File: config.mk
export PLATFORM = sky130hd
export DESIGN_NAME = mo_linebuf_ctl_flat
export DESIGN_NICKNAME = d
export VERILOG_FILES = /design/src/rtl/mo_linebuf_pkg.sv /design/src/rtl/mo_linebuf_if.sv /design/src/rtl/mo_linebuf_writer.sv /design/src/rtl/mo_linebuf_ctl.sv /design/src/flat_wrapper.sv
export SDC_FILE = /design/constraint.sdc
export NUM_CORES = 1
export LEC_CHECK = 0
export ABC_AREA = 1
export BUFFER_PORTS_ARGS = -buffer_cell sky130_fd_sc_hd__buf_2
export CORE_MARGIN = 2
export CORE_UTILIZATION = 40
export CTS_BUF_LIST = sky130_fd_sc_hd__clkbuf_4 sky130_fd_sc_hd__clkbuf_8
export DETAILED_ROUTE_END_ITERATION = 7
export PLACE_DENSITY = 0.67
export SLEW_MARGIN = 0
export SYNTH_ARGS = -nofsm -noshare
export SYNTH_HDL_FRONTEND = slang
export SYNTH_SLANG_ARGS = --single-unit
File: constraint.sdc
create_clock -name clk -period 1.2 [get_ports clk]
set_input_delay 0.18 -clock clk [delete_from_list [all_inputs] [get_ports clk]]
set_output_delay 0.18 -clock clk [all_outputs]
set_load 0.02 [all_outputs]
File: src/rtl/mo_linebuf_pkg.sv
// Shared constants and types for the motion-object ping-pong line buffer.
package mo_linebuf_pkg;
    localparam int AW = 8;
    localparam int DW = 4;
    localparam logic [DW-1:0] TRANSPARENT = '0;
    localparam logic [7:0] DROP_MAX = 8'hFF;

    typedef enum logic {WR_IDLE, WR_CHECK} wr_state_e;

    function automatic logic [7:0] sat_inc(input logic [7:0] v);
        return (v == DROP_MAX) ? v : v + 8'd1;
    endfunction
endpackage

File: src/rtl/mo_linebuf_if.sv
// Pixel handshake from the MO generator and the display read/clear port.
interface mo_linebuf_if;
    import mo_linebuf_pkg::*;

    logic          pix_valid;
    logic          pix_ready;
    logic [AW-1:0] pix_x;
    logic [DW-1:0] pix_color;
    logic          rd_en;
    logic [AW-1:0] rd_x;
    logic [DW-1:0] pix_out;

    modport master (output pix_valid, pix_x, pix_color, rd_en, rd_x,
                    input  pix_ready, pix_out);
    modport slave  (input  pix_valid, pix_x, pix_color, rd_en, rd_x,
                    output pix_ready, pix_out);
endinterface

File: src/rtl/mo_linebuf_writer.sv
// Read-check-write of MO pixels into the write buffer, plus collision accounting.
//   state    | meaning
//   WR_IDLE  | ready for a pixel; a transfer issues the read of the old cell
//   WR_CHECK | old cell on RAM data; write if it was empty, else count a drop
module mo_linebuf_writer
    import mo_linebuf_pkg::*;
(
    input  logic          clk,
    input  logic          reset,
    input  logic          line_start,
    input  logic          sel,
    input  logic          pix_valid,
    output logic          pix_ready,
    input  logic [AW-1:0] pix_x,
    input  logic [DW-1:0] pix_color,
    input  logic [DW-1:0] wr_old,
    output logic          wr_buf,
    output logic          wr_cs,
    output logic          wr_we,
    output logic [AW-1:0] wr_a,
    output logic [DW-1:0] wr_i,
    output logic [7:0]    drop_count
);
    wr_state_e     state_q, state_d;
    logic [AW-1:0] x_q, x_d;
    logic [DW-1:0] color_q, color_d;
    logic          wsel_q, wsel_d;
    logic [7:0]    acc_q, acc_d, acc_next;
    logic [7:0]    drop_q, drop_d;

    always_comb begin
        state_d   = state_q;
        x_d       = x_q;
        color_d   = color_q;
        wsel_d    = wsel_q;
        acc_next  = acc_q;
        pix_ready = 1'b0;
        wr_buf    = sel;
        wr_cs     = 1'b0;
        wr_we     = 1'b0;
        wr_a      = pix_x;
        wr_i      = color_q;
        case (state_q)
            WR_IDLE: begin
                pix_ready = !reset && !line_start;
                if (pix_valid && pix_ready) begin
                    x_d     = pix_x;
                    color_d = pix_color;
                    wsel_d  = sel;
                    wr_cs   = 1'b1;
                    state_d = WR_CHECK;
                end
            end
            WR_CHECK: begin
                // Latched wsel keeps a pixel in flight across a line_start swap.
                wr_buf  = wsel_q;
                wr_a    = x_q;
                state_d = WR_IDLE;
                if (!reset && color_q != TRANSPARENT) begin
                    if (wr_old == TRANSPARENT) wr_we = 1'b1;
                    else                       acc_next = sat_inc(acc_q);
                end
            end
            default: state_d = WR_IDLE;
        endcase
        drop_d = line_start ? acc_next : drop_q;
        acc_d  = line_start ? 8'd0 : acc_next;
    end

    always_ff @(posedge clk) begin
        if (reset) begin
            state_q <= WR_IDLE;
            x_q     <= '0;
            color_q <= '0;
            wsel_q  <= 1'b0;
            acc_q   <= '0;
            drop_q  <= '0;
        end else begin
            state_q <= state_d;
            x_q     <= x_d;
            color_q <= color_d;
            wsel_q  <= wsel_d;
            acc_q   <= acc_d;
            drop_q  <= drop_d;
        end
    end

    assign drop_count = drop_q;
endmodule

File: src/rtl/mo_linebuf_ctl.sv
// Ping-pong MO line-buffer controller: buffer select, display read/clear and RAM port muxes.
module mo_linebuf_ctl
    import mo_linebuf_pkg::*;
(
    input  logic          clk,
    input  logic          reset,
    input  logic          line_start,
    mo_linebuf_if.slave   pix_if,
    output logic [7:0]    drop_count,
    output logic [AW-1:0] buf0_a,
    output logic [DW-1:0] buf0_i,
    output logic          buf0_cs_n,
    output logic          buf0_w_n,
    input  logic [DW-1:0] buf0_d,
    output logic [AW-1:0] buf1_a,
    output logic [DW-1:0] buf1_i,
    output logic          buf1_cs_n,
    output logic          buf1_w_n,
    input  logic [DW-1:0] buf1_d
);
    logic          sel_q, sel_d;
    logic          seld_q, seld_d;
    logic          rd_en_q, rd_en_d;
    logic          rd_act;
    logic          wr_buf, wr_cs, wr_we;
    logic [AW-1:0] wr_a;
    logic [DW-1:0] wr_i, wr_old;

    assign wr_old = wr_buf ? buf1_d : buf0_d;

    mo_linebuf_writer u_writer (
        .clk        (clk),
        .reset      (reset),
        .line_start (line_start),
        .sel        (sel_q),
        .pix_valid  (pix_if.pix_valid),
        .pix_ready  (pix_if.pix_ready),
        .pix_x      (pix_if.pix_x),
        .pix_color  (pix_if.pix_color),
        .wr_old     (wr_old),
        .wr_buf     (wr_buf),
        .wr_cs      (wr_cs),
        .wr_we      (wr_we),
        .wr_a       (wr_a),
        .wr_i       (wr_i),
        .drop_count (drop_count)
    );

    always_comb begin
        rd_act  = pix_if.rd_en && !reset;
        sel_d   = line_start ? !sel_q : sel_q;
        seld_d  = !sel_q;
        rd_en_d = rd_act;

        // Display side owns buffer !sel; reading also clears the cell on the same edge.
        buf0_a    = pix_if.rd_x;
        buf0_i    = TRANSPARENT;
        buf0_cs_n = !(rd_act && sel_q);
        buf0_w_n  = !(rd_act && sel_q);
        buf1_a    = pix_if.rd_x;
        buf1_i    = TRANSPARENT;
        buf1_cs_n = !(rd_act && !sel_q);
        buf1_w_n  = !(rd_act && !sel_q);

        if (!wr_buf) begin
            buf0_a    = wr_a;
            buf0_i    = wr_i;
            buf0_cs_n = !wr_cs;
            buf0_w_n  = !wr_we;
        end else begin
            buf1_a    = wr_a;
            buf1_i    = wr_i;
            buf1_cs_n = !wr_cs;
            buf1_w_n  = !wr_we;
        end
    end

    always_ff @(posedge clk) begin
        if (reset) begin
            sel_q   <= 1'b0;
            seld_q  <= 1'b0;
            rd_en_q <= 1'b0;
        end else begin
            sel_q   <= sel_d;
            seld_q  <= seld_d;
            rd_en_q <= rd_en_d;
        end
    end

    assign pix_if.pix_out = (!reset && rd_en_q) ? (seld_q ? buf1_d : buf0_d) : '0;
endmodule

File: src/flat_wrapper.sv
// flat-port wrapper written by rule: the top's interface ports become plain ports
module mo_linebuf_ctl_flat import mo_linebuf_pkg::*;
  (clk, reset, line_start, drop_count, buf0_a, buf0_i, buf0_cs_n, buf0_w_n, buf0_d, buf1_a, buf1_i, buf1_cs_n, buf1_w_n, buf1_d, pix_if_pix_valid, pix_if_pix_x, pix_if_pix_color, pix_if_rd_en, pix_if_rd_x, pix_if_pix_ready, pix_if_pix_out);
  mo_linebuf_if pix_if_i ();
  input  logic clk;
  input  logic reset;
  input  logic line_start;
  output logic [7:0] drop_count;
  output logic [AW-1:0] buf0_a;
  output logic [DW-1:0] buf0_i;
  output logic buf0_cs_n;
  output logic buf0_w_n;
  input  logic [DW-1:0] buf0_d;
  output logic [AW-1:0] buf1_a;
  output logic [DW-1:0] buf1_i;
  output logic buf1_cs_n;
  output logic buf1_w_n;
  input  logic [DW-1:0] buf1_d;
  input wire logic [$bits(pix_if_i.pix_valid)-1:0] pix_if_pix_valid;
  input wire logic [$bits(pix_if_i.pix_x)-1:0] pix_if_pix_x;
  input wire logic [$bits(pix_if_i.pix_color)-1:0] pix_if_pix_color;
  input wire logic [$bits(pix_if_i.rd_en)-1:0] pix_if_rd_en;
  input wire logic [$bits(pix_if_i.rd_x)-1:0] pix_if_rd_x;
  output wire logic [$bits(pix_if_i.pix_ready)-1:0] pix_if_pix_ready;
  output wire logic [$bits(pix_if_i.pix_out)-1:0] pix_if_pix_out;
  assign pix_if_i.pix_valid = pix_if_pix_valid;
  assign pix_if_i.pix_x = pix_if_pix_x;
  assign pix_if_i.pix_color = pix_if_pix_color;
  assign pix_if_i.rd_en = pix_if_rd_en;
  assign pix_if_i.rd_x = pix_if_rd_x;
  assign pix_if_pix_ready = pix_if_i.pix_ready;
  assign pix_if_pix_out = pix_if_i.pix_out;
  mo_linebuf_ctl u_core (.clk(clk), .reset(reset), .line_start(line_start), .pix_if(pix_if_i), .drop_count(drop_count), .buf0_a(buf0_a), .buf0_i(buf0_i), .buf0_cs_n(buf0_cs_n), .buf0_w_n(buf0_w_n), .buf0_d(buf0_d), .buf1_a(buf1_a), .buf1_i(buf1_i), .buf1_cs_n(buf1_cs_n), .buf1_w_n(buf1_w_n), .buf1_d(buf1_d));
endmodule
==> run summary <==
The run finished, with violations left. The checks that failed: negative setup slack. The critical path contains buffers and inverters numbering 4 combined.

The worst setup path is of the flip-flop to output port kind. The H-tree generated during clock tree synthesis spans 2 levels. In this run the mean area of a mapped cell was 6.188 sq um.

The stage delay of the slowest cell on the critical path came out at 400 ps. TritonCTS built the clock tree. The most frequent standard cell in the layout excluding fill and tap cells is sky130_fd_sc_hd__nand2_1.

Summed over all cells, the static leakage comes to 1.589 nW. The number of distinct library cell variants in the gate-level netlist after synthesis was 20. Clock tree synthesis found a total of 33 sinks. The count of cells in the finished layout, fillers not included, comes to 458.

At the later pin of the worst-skew pair, clock insertion delay measures 280 ps. The run gives 9190 microns as the first-pass GRT wire length. The number of antenna violations at the first check in global routing came out at 0.

Number of vias after detailed routing: 2338. For this run, design rule violations remaining after detail routing come to 0. The routed length per instance was 14.97 microns; the final RePlAce weighted congestion was 0.8020. The number of clock buffers added by TritonCTS is 5. At the pin with the least slew margin, the transition time is 253.7 ps. In this run, synthesis produced a sequential element count of 33. The number of hold buffers added after CTS is 0.

Row generation in the floorplan step produced 24 rows. Walking the worst path, the cells encountered are inv_6 -> nand2_4 -> nand2_8 -> clkbuf_16 -> buf_12 -> nor2_4 -> buf_6. The post-synthesis sequential area ratio is 36.44%.

The post-detailed-placement cell area was 0.002724 sq mm; the effective utilization at floorplan was 41.64%. The worst-case IR drop observed on VDD is 805.1 uV. The logs give 6.419 ps for the final worst clock skew and 0 for the post-route antenna net violation count.

Synthesis handed over a netlist of 293 instances. The count of pins over their slew limit is 0, and the peak clock frequency supported by timing is 618.0 MHz. In the global route stage, met3 resource usage came out at 4.782%. The run gives 6858 microns as the final wirelength. The die is 71.33 microns wide. Kind of end point of the critical path: an output port. In the final layout, the share of cells above drive strength 1 is 55.17%. The tools report the antenna diode instance count as 0. Yosys printed 0 warnings. The die height was 71.33 microns; the number of global-route vias before repair was 2101. The mapped netlist covers 0.001813 sq mm. The logs give 327 for the number of nets produced by synthesis and 4 for the number of optimization iterations in the first detailed-route pass. For the minimum setup slack in the final design, the log shows -418.0 ps. After global routing, the most crowded layer is met2. In this run the tightest slew margin relative to its limit is 82.98%. The classification of the worst-slack hold path was input port to flip-flop. Entering global routing, the biggest net connects 17 pins. For the total grt overflow, the log shows 0. The initial detailed-routing violation count came out at 141. The count of max-cap constraint violations was 0; the hold violation count in the final report was 0. Data on the critical path arrives at its endpoint at 1440 ps. The longest clock path from root to sink contains 2 buffers. Pin placement for this block handled 74 I/O pins. The finished cells cover 0.003457 sq mm. In this run the standard cell core region covers 0.004354 sq mm.

For this design the ratio of total power to cell area is 1549 mW/mm^2. After detailed routing, the number of vias per cell comes to 5.105. STA puts the critical path data required time at 1020 ps.

The final layout contains 439 nets. The total half-perimeter wirelength after legalization and detailed placement was 3831 microns; the total global-route track usage was 22.22%. For this run, global-route usage on met1 was measured as 26.60%. The setup slack at placement came out at -171.2 ps. Counting tap cells, the placed design contains a total of 438 instances. For this design, the slowest cell found on the critical path is sky130_fd_sc_hd__dfxtp_4.

The top cell types in the final layout, fill and taps aside, are sky130_fd_sc_hd__nand2_1, sky130_fd_sc_hd__inv_1, sky130_fd_sc_hd__buf_2. The tools report the count of final setup violators as 59. The portion of the clock cycle consumed by the worst path in the final layout came out at 134.8%. The category of cells accounting for the largest share of critical-path delay was buffers and inverters.

Subtracting the final worst setup slack from the clock period gives 1618 ps. In the final timing run, aggregate negative setup slack is -15760 ps. In this run the worst path has a maximum fanout of 7. The clock transition at the register clock pins on the worst setup and hold paths after CTS was 70 ps; the global-route met2 utilization was 40.12%. Compared with the post-synthesis result, the final layout area differs by 90.68%. Category of the worst setup path launch point: a flip-flop.

For the number of filler instances in the final layout, the log shows 281. The clock tree root buffer cell is sky130_fd_sc_hd__clkbuf_8. The die area is 0.005087 sq mm. Setup repair after global routing could not meet its margin everywhere. The port buffer count is 73.
through the flow:
step | total power, mW | hold WS, ps | util, %
2_1_floorplan | 2.508 | 246.7 | -
3_3_place_gp | 3.156 | 431.0 | 62.56
3_5_place_dp | 3.188 | 433.4 | 62.56
4_1_cts | 4.935 | 176.1 | 72.21
5_1_grt | 5.564 | 179.1 | 79.40
6_report | 5.354 | 167.3 | 79.40
layer usage:
layer	vias to the layer above	part of all wire, %
li1	1161	-
met1	1097	39
met2	72	55
met3	8	5.0
met4	0	0.99
met5	-	0
tightest hold or removal path, cell delays in order:
cell,delay [ps]
sky130_fd_sc_hd__buf_2,90
sky130_fd_sc_hd__o21ai_2,50
sky130_fd_sc_hd__a21oi_1,90
cells in the mapped netlist:
| master | n | area share, % |
|---|---|---|
| sky130_fd_sc_hd__nand2_1 | 77 | 16 |
| sky130_fd_sc_hd__o211ai_1 | 1 | 0.41 |
| sky130_fd_sc_hd__clkbuf_1 | 6 | 1.2 |
| sky130_fd_sc_hd__inv_1 | 45 | 9.3 |
| sky130_fd_sc_hd__xor2_1 | 2 | 0.97 |
| sky130_fd_sc_hd__inv_2 | 3 | 0.62 |
| sky130_fd_sc_hd__dfxtp_1 | 33 | 36 |
| sky130_fd_sc_hd__o21ai_0 | 47 | 13 |
| sky130_fd_sc_hd__nor2_1 | 30 | 6.2 |
| sky130_fd_sc_hd__nand3_1 | 11 | 3.0 |
| sky130_fd_sc_hd__buf_2 | 2 | 0.55 |
| sky130_fd_sc_hd__nor2_4 | 2 | 1.2 |
| sky130_fd_sc_hd__nor2_2 | 2 | 0.69 |
| sky130_fd_sc_hd__ha_1 | 1 | 0.69 |
| sky130_fd_sc_hd__nand3b_1 | 1 | 0.41 |
| sky130_fd_sc_hd__a211oi_1 | 1 | 0.41 |
| sky130_fd_sc_hd__nand2_2 | 3 | 1.0 |
| sky130_fd_sc_hd__nand4_1 | 7 | 2.4 |
| sky130_fd_sc_hd__a21oi_1 | 18 | 5.0 |
| sky130_fd_sc_hd__o21bai_1 | 1 | 0.41 |
cell type report:
cell class	count	area, sq um	share of cell area (%)
tap	52	65.06	1.882
sequential	33	674.4	19.51
inverter	48	192.7	5.574
clock inverter	1	30.03	0.8686
timing repair buffer	113	996.0	28.81
multi-input combinational	204	1409	40.75
clock buffer	7	90.09	2.606
cells by family after synthesis:
group | count (synthesis) | share of synthesized area [%]
DFF | 33 | 36.44
xor gates and xnor gates | 2 | 0.9664
adders and majority gates | 1 | 0.6900
and+or+nand+nor | 133 | 30.99
buffers and inverters | 56 | 11.73
AOI/OAI and AO/OA | 68 | 19.19
registers in the layout (all words and copies together) (netlist names):
register,cells
u_core.u_writer.wr_i,4
u_core.seld_q,1
u_core.rd_en_q,1
u_core.u_writer.wsel_q,1
u_core.u_writer.x_q,8
u_core.u_writer.drop_count,8
u_core.u_writer.acc_q,8
u_core.sel_q,1
u_core.u_writer.state_q,1
final timing paths:
check | from | to | slack [ps] | cells past startpoint
worst min-delay path | pix_if_pix_color[1] | u_core.u_writer.wr_i[1]$_SDFFE_PP0N_ | 170 | 3
worst max register to register | u_core.u_writer.wsel_q$_SDFFE_PP0N_ | u_core.u_writer.drop_count[1]$_SDFFE_PP0P_ | -350 | 12
worst max-delay path | u_core.u_writer.state_q$_SDFF_PP0_ | buf1_i[1] | -420 | 7
worst min register to register | u_core.u_writer.drop_count[0]$_SDFFE_PP0P_ | u_core.u_writer.drop_count[0]$_SDFFE_PP0P_ | 450 | 2
power breakdown:
group	internal (mW)	switching (mW)
sequential	1.16	0.0557
combinational	1.43	1.60
clock	0.700	0.401
repair_timing:
action,4_1_cts,5_1_grt
pin swaps,9,19
gates cloned,2,3
gates resized for setup,75,82
buffers inserted,5,4
setup endpoints to repair,53,61
Power figures use the tool's default switching activity.
